[src/rtl/clk_div_pkg.sv]
// rtl/clk_div_pkg.sv - shared state encoding, limits and phase helper for the clock divider
package clk_div_pkg;

    typedef enum logic {
        ST_IDLE = 1'b0,
        ST_RUN  = 1'b1
    } state_e;

    localparam int MIN_RATIO = 2;

    // High phase is the ceiling half so the low phase is never empty for N>=2.
    function automatic int unsigned hi_len(input int unsigned n);
        return n - (n >> 1);
    endfunction

endpackage

[src/rtl/clk_div_ctrl_if.sv]
// rtl/clk_div_ctrl_if.sv - ratio configuration handshake between a host and the divider
interface clk_div_ctrl_if #(
    parameter int W = 8
) ();
    logic         cfg_valid;
    logic [W-1:0] cfg_ratio;
    logic         cfg_ready;
    logic         cfg_err;

    modport master (
        output cfg_valid,
        output cfg_ratio,
        input  cfg_ready,
        input  cfg_err
    );

    modport slave (
        input  cfg_valid,
        input  cfg_ratio,
        output cfg_ready,
        output cfg_err
    );
endinterface

[src/rtl/clk_div_core.sv]
// rtl/clk_div_core.sv - period counter with registered clk_out/tick and boundary strobe
module clk_div_core
    import clk_div_pkg::*;
#(
    parameter int W = 8
) (
    input  logic         clk,
    input  logic         rst,
    input  logic         start_i,
    input  logic         run_i,
    input  logic         en_i,
    input  logic [W-1:0] ratio_i,
    output logic         boundary_o,
    output logic         clk_out_o,
    output logic         tick_o
);
    logic [W-1:0] cnt_q, cnt_d, cnt_inc, hi;
    logic         clk_out_q, clk_out_d;
    logic         tick_q, tick_d;

    always_comb begin
        cnt_inc    = cnt_q + W'(1);
        hi         = W'(hi_len(32'(ratio_i)));
        boundary_o = run_i && (cnt_q == ratio_i - W'(1));
        cnt_d      = '0;
        clk_out_d  = 1'b0;
        tick_d     = 1'b0;
        // A fresh period always opens high, whatever ratio it was loaded with.
        if (start_i || (boundary_o && en_i)) begin
            clk_out_d = 1'b1;
            tick_d    = 1'b1;
        end else if (run_i && !boundary_o) begin
            cnt_d     = cnt_inc;
            clk_out_d = (cnt_inc < hi);
        end
    end

    always_ff @(posedge clk) begin
        if (!rst) begin
            cnt_q     <= '0;
            clk_out_q <= 1'b0;
            tick_q    <= 1'b0;
        end else begin
            cnt_q     <= cnt_d;
            clk_out_q <= clk_out_d;
            tick_q    <= tick_d;
        end
    end

    assign clk_out_o = clk_out_q;
    assign tick_o    = tick_q;
endmodule

[src/rtl/clk_div_ctrl.sv]
// rtl/clk_div_ctrl.sv - programmable divider: ratio handshake, pending ratio and run/idle sequencing
module clk_div_ctrl
    import clk_div_pkg::*;
#(
    parameter int W         = 8,
    parameter int DEF_RATIO = 3
) (
    input  logic           clk,
    input  logic           rst,
    input  logic           en,
    clk_div_ctrl_if.slave  cfg,
    output logic [W-1:0]   ratio_o,
    output logic           clk_out,
    output logic           tick,
    output logic           busy
);
    state_e       state_q, state_d;
    logic [W-1:0] ratio_q, ratio_d;
    logic [W-1:0] pend_q, pend_d;
    logic         pend_valid_q, pend_valid_d;
    logic         cfg_ready_q, cfg_ready_d;
    logic         cfg_err_q, cfg_err_d;
    logic         boundary, xfer;

    clk_div_core #(.W(W)) u_core (
        .clk        (clk),
        .rst        (rst),
        .start_i    (state_q == ST_IDLE && en),
        .run_i      (state_q == ST_RUN),
        .en_i       (en),
        .ratio_i    (ratio_q),
        .boundary_o (boundary),
        .clk_out_o  (clk_out),
        .tick_o     (tick)
    );

    always_comb begin
        state_d      = state_q;
        ratio_d      = ratio_q;
        pend_d       = pend_q;
        pend_valid_d = pend_valid_q;
        cfg_err_d    = 1'b0;
        xfer         = cfg.cfg_valid && cfg_ready_q;

        case (state_q)
            ST_IDLE: if (en) state_d = ST_RUN;
            ST_RUN:  if (boundary && !en) state_d = ST_IDLE;
            default: state_d = ST_IDLE;
        endcase

        if (boundary && pend_valid_q) begin
            ratio_d      = pend_q;
            pend_valid_d = 1'b0;
        end

        // Ready implies nothing pending, so a boundary-cycle transfer never collides with apply.
        if (xfer) begin
            if (cfg.cfg_ratio < W'(MIN_RATIO)) begin
                cfg_err_d = 1'b1;
            end else if (state_q == ST_IDLE) begin
                ratio_d = cfg.cfg_ratio;
            end else begin
                pend_d       = cfg.cfg_ratio;
                pend_valid_d = 1'b1;
            end
        end

        cfg_ready_d = !pend_valid_d && !(boundary && pend_valid_q);
    end

    always_ff @(posedge clk) begin
        if (!rst) begin
            state_q      <= ST_IDLE;
            ratio_q      <= W'(DEF_RATIO);
            pend_q       <= '0;
            pend_valid_q <= 1'b0;
            cfg_ready_q  <= 1'b1;
            cfg_err_q    <= 1'b0;
        end else begin
            state_q      <= state_d;
            ratio_q      <= ratio_d;
            pend_q       <= pend_d;
            pend_valid_q <= pend_valid_d;
            cfg_ready_q  <= cfg_ready_d;
            cfg_err_q    <= cfg_err_d;
        end
    end

    assign cfg.cfg_ready = cfg_ready_q;
    assign cfg.cfg_err   = cfg_err_q;
    assign ratio_o       = ratio_q;
    assign busy          = (state_q != ST_IDLE);
endmodule

[src/flat_wrapper.sv]
// flat-port wrapper written by rule: the top's interface ports become plain ports
module clk_div_ctrl_flat import clk_div_pkg::*;
#(
    parameter int W         = 8,
    parameter int DEF_RATIO = 3
)
  (clk, rst, en, ratio_o, clk_out, tick, busy, cfg_cfg_valid, cfg_cfg_ratio, cfg_cfg_ready, cfg_cfg_err);
  clk_div_ctrl_if #(.W(W)) cfg_i ();
  input  logic clk;
  input  logic rst;
  input  logic en;
  output logic [W-1:0] ratio_o;
  output logic clk_out;
  output logic tick;
  output logic busy;
  input wire logic [$bits(cfg_i.cfg_valid)-1:0] cfg_cfg_valid;
  input wire logic [$bits(cfg_i.cfg_ratio)-1:0] cfg_cfg_ratio;
  output wire logic [$bits(cfg_i.cfg_ready)-1:0] cfg_cfg_ready;
  output wire logic [$bits(cfg_i.cfg_err)-1:0] cfg_cfg_err;
  assign cfg_i.cfg_valid = cfg_cfg_valid;
  assign cfg_i.cfg_ratio = cfg_cfg_ratio;
  assign cfg_cfg_ready = cfg_i.cfg_ready;
  assign cfg_cfg_err = cfg_i.cfg_err;
  clk_div_ctrl #(.W(W), .DEF_RATIO(DEF_RATIO)) u_core (.clk(clk), .rst(rst), .en(en), .cfg(cfg_i), .ratio_o(ratio_o), .clk_out(clk_out), .tick(tick), .busy(busy));
endmodule
[config.mk]
export PLATFORM = sky130hd
export DESIGN_NAME = clk_div_ctrl_flat
export DESIGN_NICKNAME = d
export VERILOG_FILES = /design/src/rtl/clk_div_pkg.sv /design/src/rtl/clk_div_ctrl_if.sv /design/src/rtl/clk_div_core.sv /design/src/rtl/clk_div_ctrl.sv /design/src/flat_wrapper.sv
export SDC_FILE = /design/constraint.sdc
export NUM_CORES = 1
export LEC_CHECK = 0
export BUFFER_PORTS_ARGS = -buffer_cell sky130_fd_sc_hd__clkbuf_2
export CORE_MARGIN = 10
export CORE_UTILIZATION = 25
export DETAILED_ROUTE_END_ITERATION = 8
export PLACE_DENSITY = 0.51
export SLEW_MARGIN = 10
export SYNTH_ARGS = -nofsm -noshare
export SYNTH_HDL_FRONTEND = slang
export SYNTH_SLANG_ARGS = --single-unit
[constraint.sdc]
create_clock -name clk -period 3.1 [get_ports clk]
set_clock_uncertainty 0.05 [all_clocks]
set_input_delay 0.155 -clock clk [delete_from_list [all_inputs] [get_ports clk]]
set_output_delay 0.155 -clock clk [all_outputs]
set_load 0.02 [all_outputs]
# After elaboration in Yosys (flattened, before gate mapping)
# Index checks and enable logic that the tools add are counted.
[classes]
n_eq_ne = 1
reduce_logical = 16
add_sub_neg = 3
n_bitwise = 4
n_lt_le_gt_ge = 2
muxes = 15
[ops]
columns = ["operator", "n"]
rows = [
  ["$mux W8", 4],
  ["$mux W1", 10],
  ["$add A8 B1 Y8 const B", 1],
  ["$eq A8 B8 Y1", 1],
  ["$logic_and A1 B1 Y1", 8],
  ["$lt A8 B2 Y1 const B", 1],
  ["$lt A8 B8 Y1", 1],
  ["$sub A8 B1 Y8 const B", 1],
  ["$sub A8 B7 Y8", 1],
  ["$logic_not A1 Y1", 4],
  ["$not A1 Y1", 4],
  ["$reduce_and A3 Y1", 1],
  ["$reduce_or A3 Y1", 1],
  ["$pmux W1 S2", 1],
  ["$reduce_and A2 Y1", 1],
  ["$logic_or A1 B1 Y1", 1],
]
[word_totals]
word_cells = 50
out_inout_bits = 13
inputBits = 12
reg_bits = 30

# Logic depth before layout (Yosys ltp)
# Gate-level depths: netlist of run 1.
[depth]
ltp_word = 10
depth_mapped = 16
mapped_depth_nobuf = 16

# By module
# A second synthesis of run 1 with hierarchy kept.
[unflattened]
cells_unflattened = 227
hier_area_um2 = 2089.5
[by_module_without_submodules]
columns = ["mod", "cells_per_inst", "seq_area_each_um2", "area_per_inst_um2", "n_inst"]
rows = [
  ["clk_div_core", 129, 200.2, 1161.1, 1],
  ["clk_div_ctrl", 98, 400.4, 928.4, 1],
]

# Least setup slack after synthesis of run 1
# Ideal clock, no wire load.
[synth_path]
path_kind = "reg-to-reg"
startpoint = "reg u_core.ratio_q[1] (netlist: u_core.ratio_o[1])"
endpoint = "reg u_core.u_core.clk_out_q (netlist: u_core.u_core.clk_out_o)"
n_path_buf = 0
synth_period_minus_slack_ns = 2.640
setup_ns = 0.074
stages_incl_launch_ff = 15
required_ns = 2.976
arrival_time_ns = 2.516
path_slack_ns = 0.460
path_cell_list = "dfxtp_1 -> ha_1 -> inv_1 -> fa_1 -> nand2b_1 -> a21oi_1 -> nor2_1 -> xnor2_1 -> ha_1 -> a21o_1 -> a211oi_1 -> o21ai_0 -> o211ai_1 -> nand4b_1 -> o21ai_0"
[synth_via]
elab_chain_cells = 7
word_cells_on_any_way = 11
cone_classes = "2 x add/sub; 1 x order compare; 1 x eq/ne; 2 x mux; 5 x reduce/logical"
[synth_lines]
columns = ["item", "line_no", "source"]
rows = [
  ["start: declaration", "clk_div_ctrl.sv:18", "logic [W-1:0] ratio_q, ratio_d;"],
  ["start signal: assignment", "clk_div_ctrl.sv:74", "ratio_q <= W'(DEF_RATIO);"],
  ["start signal: assignment", "clk_div_ctrl.sv:81", "ratio_q <= ratio_d;"],
  ["branches (longest 6 deep; another with $sub A8 B7 Y8)", "-", ""],
  ["$mux W1 *", "clk_div_core.sv:29", "if (start_i || (boundary_o && en_i)) begin"],
  ["end signal: assignment", "clk_div_core.sv:45", "clk_out_q <= clk_out_d;"],
  ["end: declaration", "clk_div_core.sv:18", "logic clk_out_q, clk_out_d;"],
]
# Mark *: on every way between the ends.
# A chain may end at the register's enable or synchronous reset.

# Worst setup path in the final report of run 1
[layout_path]
startpoint = "reg u_core.ratio_q[1] (netlist: u_core.ratio_o[1])"
endpoint = "reg u_core.ratio_q[0] (netlist: u_core.ratio_o[0])"
[layout_via]
elab_chain_cells = 8
[layout_lines]
columns = ["item", "line_no", "source"]
rows = [
  ["$sub A8 B1 Y8 *", "clk_div_core.sv:24", "boundary_o = run_i && (cnt_q == ratio_i - W'(1));"],
  ["$eq A8 B8 Y1 *", "clk_div_core.sv:24", ""],
  ["$logic_and A1 B1 Y1 *", "clk_div_core.sv:24", ""],
  ["$logic_and A1 B1 Y1 *", "clk_div_ctrl.sv:51", "if (boundary && pend_valid_q) begin"],
  ["$mux W8 *", "clk_div_ctrl.sv:51", ""],
  ["$mux W8", "clk_div_ctrl.sv:60", "end else if (state_q == ST_IDLE) begin"],
  ["$mux W8", "clk_div_ctrl.sv:58", "if (cfg.cfg_ratio < W'(MIN_RATIO)) begin"],
  ["$mux W8 *", "clk_div_ctrl.sv:57", "if (xfer) begin"],
]
# Mark *: on every way between the ends. The rest lies on a longest branch, timed or not.

==> flow_summary.yaml, run 1 <==
synth:
  synth_ff_type: "dfxtp_1"
  ys_ff_latch: 30
  synth.most_common_cell: "dfxtp_1"
  synthTopCellsByCount: "dfxtp_1, ha_1, nand2_1, inv_1, mux2i_1"
  ys_types: 43
  synthArstFlopShare: 0
  synth_warnings: 0
  ys_seq_area_frac: 0.306
  synth_fp_nets: 252
  syn_area_um2: 1960
  synth_area_leaders: "dfxtp_1, ha_1, mux2i_1"
  synth_area_leader_cell: "dfxtp_1"
  syn_avg_cell_area_um2: 9.09
  synth_edf_count: 0
  synth.top_cell.area_share: 0.306
  syn_inst: 216
worst_setup_path:
  path_cells: "inv_1, ha_1, xor2_1, o211ai_1, nor4_2, nor4bb_2, buf_4, mux2_4, o22a_1"
  worstRegToRegCells: 9
  crit_path_end_kind: "register"
  ff2ff_setup_slack_ns: 0.31
  start_kind: "register"
  r2r-start: "u_core.ratio_o[1]$_SDFF_PN1_"
  r2r_end: "u_core.ratio_o[0]$_SDFF_PN1_"
  crit_fanout: 8
  cp.required_ns: 3.23
  critPathMaxStageDelay_ns: 0.47
  setup.worst_path.start: "u_core.ratio_o[1]$_SDFF_PN1_"
  crit_end: "u_core.ratio_o[0]$_SDFF_PN1_"
  crit_type: "register to register"
  critPathArrivalTime_ns: 2.92
  cpMaxStageDelayCell: "dfxtp_1"
power_and_ir_drop:
  power.leakage_uw: 0.00101
  peakVddDrop_v: 0.000210
  p_per_area_nw_per_um2: 503
timing:
  setup_viol: 0
  fin_setup_tns_ns: 0
  final_max_slew_viol_count: 0
  fmax_ghz: 0.358
  period_needed_ns: 2.79
  slew_headroom: 0.376
  hold_violations: 0
  grt_setup_unrepaired: "false"
  worst_pin_slew_ns: 0.923
  finalCritPeriodShare: 0.901
routing:
  vias_per_cell: 4.40
  drcViolationCount: 0
  via_count: 1527
  dr.pass1.iters: 4
  drt_iter0_drc: 26
  antenna_left: 0
  wl_per_cell_um: 13.6
  drt_wl_total_um: 4740
floorplanning:
  die_h_um: 109
  pin_count: 25
  dieArea_um2: 11800
  rows: 32
  coreArea_um2: 7690
  start_util: 0.256
  die_x_um: 109
place:
  portBuffers: 24
  placed_area_um2: 2220
  post-dp-hpwl_um: 3790
  routabilityCongestion: 0.844
final_layout:
  num-fill-cells: 855
  layout.nets: 280
  antenna_cells: 0
  area_delta_synth_final_pct: 20.4
  fin_area_um2: 2370
  drive_gt1_frac: 0.180
clocking:
  cts_setup_buffers: 0
  clockRootBuffer: "clkbuf_8"
  path_clk_slew_ns: 0.07
  clk_latency_ns: 0.29
  cts_inserted_buffers: 5
  htreeDepth: 2
  postCtsHoldBufs: 0
  cts.sinks: 30
  cts_buffer_depth: 2
  cts_tree: "built"
  cts.repair.resized: 0
grt:
  grt_overflow: 0
  grt_pass1_wl_um: 8220
  grt_usage: 0.0873
  grt_pass1_vias: 1622
  grt_max_degree: 25
  antenna_found_initial: 0
status:
  status: "completed"
hold_path:
  hp-class: "primary input to register"
  hold_depth: 3
run:
  cap_violations: 0
-- critical path, delay by kind of cell, from the launching register on --
family                     cells  cell delay, ns
and+or+nand+nor                2            0.69
DFF                            1            0.47
buffers and inverters          2            0.36
adders and majority gates      1            0.32
AOI/OAI and AO/OA              2            0.32
muxes                          1            0.31
xor gates and xnor gates       1            0.16
-- state kept, by name, indices dropped and copies added (netlist names) --
name,cells
u_core.u_core.cnt_q,8
u_core.ratio_o,8
u_core.u_core.clk_out_o,1
u_core.u_core.tick_o,1
u_core.cfg.cfg_ready,1
u_core.busy,1
u_core.pend_q,8
u_core.pend_valid_q,1
u_core.cfg.cfg_err,1
-- cells in the final DEF, fill, tap and decap left out, types with 2 or more instances in the layout --
master,instances
nand2_1,18
a21o_1,3
bufinv_16,2
mux2_4,2
o22a_1,2
a21oi_1,3
o211ai_1,3
o21ai_1,6
o21bai_1,2
buf_4,4
clkbuf_8,6
and3_1,8
dfxtp_1,30
xnor2_1,13
ha_1,23
mux2i_1,14
inv_1,15
o21ai_0,3
nand3_1,5
clkbuf_2,24
and2_1,2
xor2_1,10
a211oi_1,2
nand2b_1,4
nor2b_1,8
nand4b_1,2
o21a_1,3
nor2_1,11
-- routing by layer --
metal / track usage / wire (um) / vias up
met5: 0 / 0 / -
met4: 0.0311 / 61 / 0
met3: 0.0289 / 221 / 7
met2: 0.133 / 2080 / 33
met1: 0.113 / 2380 / 692
li1: - / - / 795
-- where the power goes --
part | internal, uW | total (uW) | switching [uW]
clock | 343 | 504 | 161
combinational | 120 | 264 | 144
sequential | 404 | 422 | 18.1
-- logic make-up (layout without fill, tap and decap cells) --
family | Yosys count | count (layout) | synth area share
simple gates | 67 | 67 | 0.183
compound gates | 34 | 34 | 0.121
flops | 30 | 30 | 0.306
fa+ha+maj | 24 | 24 | 0.157
xor+xnor | 23 | 23 | 0.103
buf+inv | 22 | 51 | 0.0439
mux | 16 | 16 | 0.0866
-- metrics by stage --
stage          hold WS [ns]  setup slack [ns]  instances  total power, uW   util
3_3_place_gp          0.353             0.372        339              696  0.289
3_5_place_dp          0.356             0.328        339              697  0.289
2_1_floorplan         0.220             0.460        216              622      -
6_report             0.0605             0.307        347             1190  0.308
5_1_grt              0.0585             0.103        347             1260  0.308
4_1_cts              0.0545             0.282        347             1210  0.308
-- cell type report --
| type | count | area (um2) | share of cell area |
|---|---|---|---|
| Clock buffer | 6 | 82.6 | 0.0349 |
| Clock inverter | 2 | 60.1 | 0.0254 |
| Inverter | 15 | 56.3 | 0.0238 |
| Multi-Input combinational cell | 164 | 1290 | 0.545 |
| Sequential cell | 30 | 601 | 0.254 |
| Tap cell | 102 | 128 | 0.0539 |
| Timing Repair Buffer | 28 | 150 | 0.0635 |
-- worst min path at each step --
stage / startpoint / to
after floorplan: cfg_cfg_ratio[2] / u_core.ratio_o[2]$_SDFF_PN0_
after global placement: cfg_cfg_ratio[5] / u_core.ratio_o[5]$_SDFF_PN0_
after detailed placement: en / u_core.busy$_SDFF_PN0_
after CTS: cfg_cfg_ratio[5] / u_core.ratio_o[5]$_SDFF_PN0_
after global routing: cfg_cfg_ratio[5] / u_core.ratio_o[5]$_SDFF_PN0_
final: cfg_cfg_ratio[5] / u_core.ratio_o[5]$_SDFF_PN0_
Note: power is estimated with default switching activity, not from simulation.
==> run 2: changes to the inputs <==
--- a/config.mk
+++ b/config.mk
@@ -9,6 +9,7 @@
 export CORE_MARGIN = 10
 export CORE_UTILIZATION = 25
 export DETAILED_ROUTE_END_ITERATION = 8
+export HOLD_SLACK_MARGIN = 0.15
 export PLACE_DENSITY = 0.51
 export SLEW_MARGIN = 10
 export SYNTH_ARGS = -nofsm -noshare
==> flow_summary.yaml, run 2 (synthesis results as in run 1) <==
worst_setup_path:
  cp_top_family: "simple AND/OR/NAND/NOR gates"
  path_cells: "inv_1, ha_1, xor2_1, o211ai_1, nor4_2, nor4bb_2, buf_4, mux2_4, o22a_1"
  cp.required_ns: 3.23
  r2r-start: "u_core.ratio_o[1]$_SDFF_PN1_"
  setup.worst_path.start: "u_core.ratio_o[1]$_SDFF_PN1_"
  cpMaxStageDelayCell: "dfxtp_1"
  critPathArrivalTime_ns: 2.92
  critPathMaxStageDelay_ns: 0.47
  crit_fanout: 8
  start_kind: "register"
  crit_type: "register to register"
  path_buf_inv: 2
  crit_path_end_kind: "register"
timing:
  final_max_slew_viol_count: 0
  finalCritPeriodShare: 0.901
  final.setup.worst_slack_ns: 0.308
  setup_viol: 0
  hold_violations: 0
  grt_setup_unrepaired: "false"
  period_needed_ns: 2.79
  fmax_ghz: 0.358
  worst_pin_slew_ns: 0.919
  slew_headroom: 0.379
  fin_setup_tns_ns: 0
routing:
  via_count: 1563
  antenna_left: 0
  drt_wl_total_um: 4820
  drt_iter0_drc: 30
  dr.pass1.iters: 4
  wl_per_cell_um: 13.5
  vias_per_cell: 4.38
  drcViolationCount: 0
floorplanning:
  dieArea_um2: 11800
  die_h_um: 109
  die_x_um: 109
  start_util: 0.256
  pin_count: 25
  coreArea_um2: 7690
  rows: 32
power_and_ir_drop:
  power_frac_seq: 0.352
  intPower_uw: 875
  p_per_area_nw_per_um2: 487
  power_frac_comb: 0.228
  peakVddDrop_v: 0.000214
  sw_frac_of_total: 0.271
  power.leakage_uw: 0.00105
  clkPwrFrac: 0.420
  total_power_uw: 1200
  switching_power_uw: 325
clocking:
  cts_buffer_depth: 2
  cts_setup_buffers: 0
  htreeDepth: 2
  cts_inserted_buffers: 5
  clockRootBuffer: "clkbuf_8"
  cts_tree: "built"
  cts.repair.resized: 0
  path_clk_slew_ns: 0.07
  cts.sinks: 30
  clk_latency_ns: 0.29
final_layout:
  layout_common_cells: "dfxtp_1, clkbuf_2, ha_1"
  fin_util: 0.321
  area_delta_synth_final_pct: 25.5
  fin_area_um2: 2470
  layout.nets: 290
  antenna_cells: 0
  drive_gt1_frac: 0.173
  layout_commonest_cell: "dfxtp_1"
grt:
  antenna_found_initial: 0
  grt_overflow: 0
  grt_pass1_wl_um: 8400
  grt_pass1_vias: 1666
  grt_max_degree: 25
  grt_usage: 0.0888
place:
  portBuffers: 24
  routabilityCongestion: 0.844
  dp_slack_ns: 0.328
  placed_area_um2: 2220
  post-dp-hpwl_um: 3790
hold_path:
  hp-class: "primary input to register"
  worstHoldStart: "rst"
run:
  cap_violations: 0
status:
  status: "completed"
==> run 2: cell types whose count changed in the layout (fill, tap and decap cells not counted) <==
cell	delta
dlygate4sd3_1	+10
==> run 2: per-layer routing <==
metal  vias up  part of all wire  GRT usage
li1        816                 -          -
met1       714              0.50      0.114
met2        26              0.45      0.138
met3         7             0.038     0.0265
met4         0             0.013     0.0311
met5         -                 0          0
==> run 2: path summary, 6_finish.rpt <==
path	endpoint	slack (ns)	cells past startpoint
max	u_core.ratio_o[0]$_SDFF_PN1_	0.31	9
min	u_core.cfg.cfg_ready$_SDFF_PN1_	0.30	2
max reg2reg	u_core.ratio_o[0]$_SDFF_PN1_	0.31	9
min reg2reg	u_core.cfg.cfg_err$_SDFF_PN0_	0.42	2
==> run 2: repair_timing <==
item,in CTS,in global routing
endpoints found under the hold margin,20,0
setup endpoints to repair,0,0
hold buffers,10,0
==> run 2: power groups by stage <==
stage | Clock [uW] | Sequential [uW] | Combinational [uW]
after CTS | 516 | 422 | 278
final | 504 | 422 | 274
after global routing | 536 | 425 | 315
after detailed placement | 0 | 431 | 266
after floorplan | 0 | 442 | 181
after global placement | 0 | 430 | 265
==> run 2: final cells by class <==
| class | count | area, um2 |
|---|---|---|
| Clock inverter | 2 | 60.1 |
| Tap cell | 102 | 128 |
| Timing Repair Buffer | 38 | 250 |
| Multi-Input combinational cell | 164 | 1290 |
| Sequential cell | 30 | 601 |
| Inverter | 15 | 56.3 |
| Clock buffer | 6 | 82.6 |
| Fill cell | 846 | 5220 |
==> run 2: through the flow <==
stage / hold WS [ns] / instances
floorplan: 0.220 / 216
global placement: 0.353 / 339
detailed placement: 0.356 / 339
CTS: 0.304 / 357
global route: 0.346 / 357
finish: 0.301 / 357
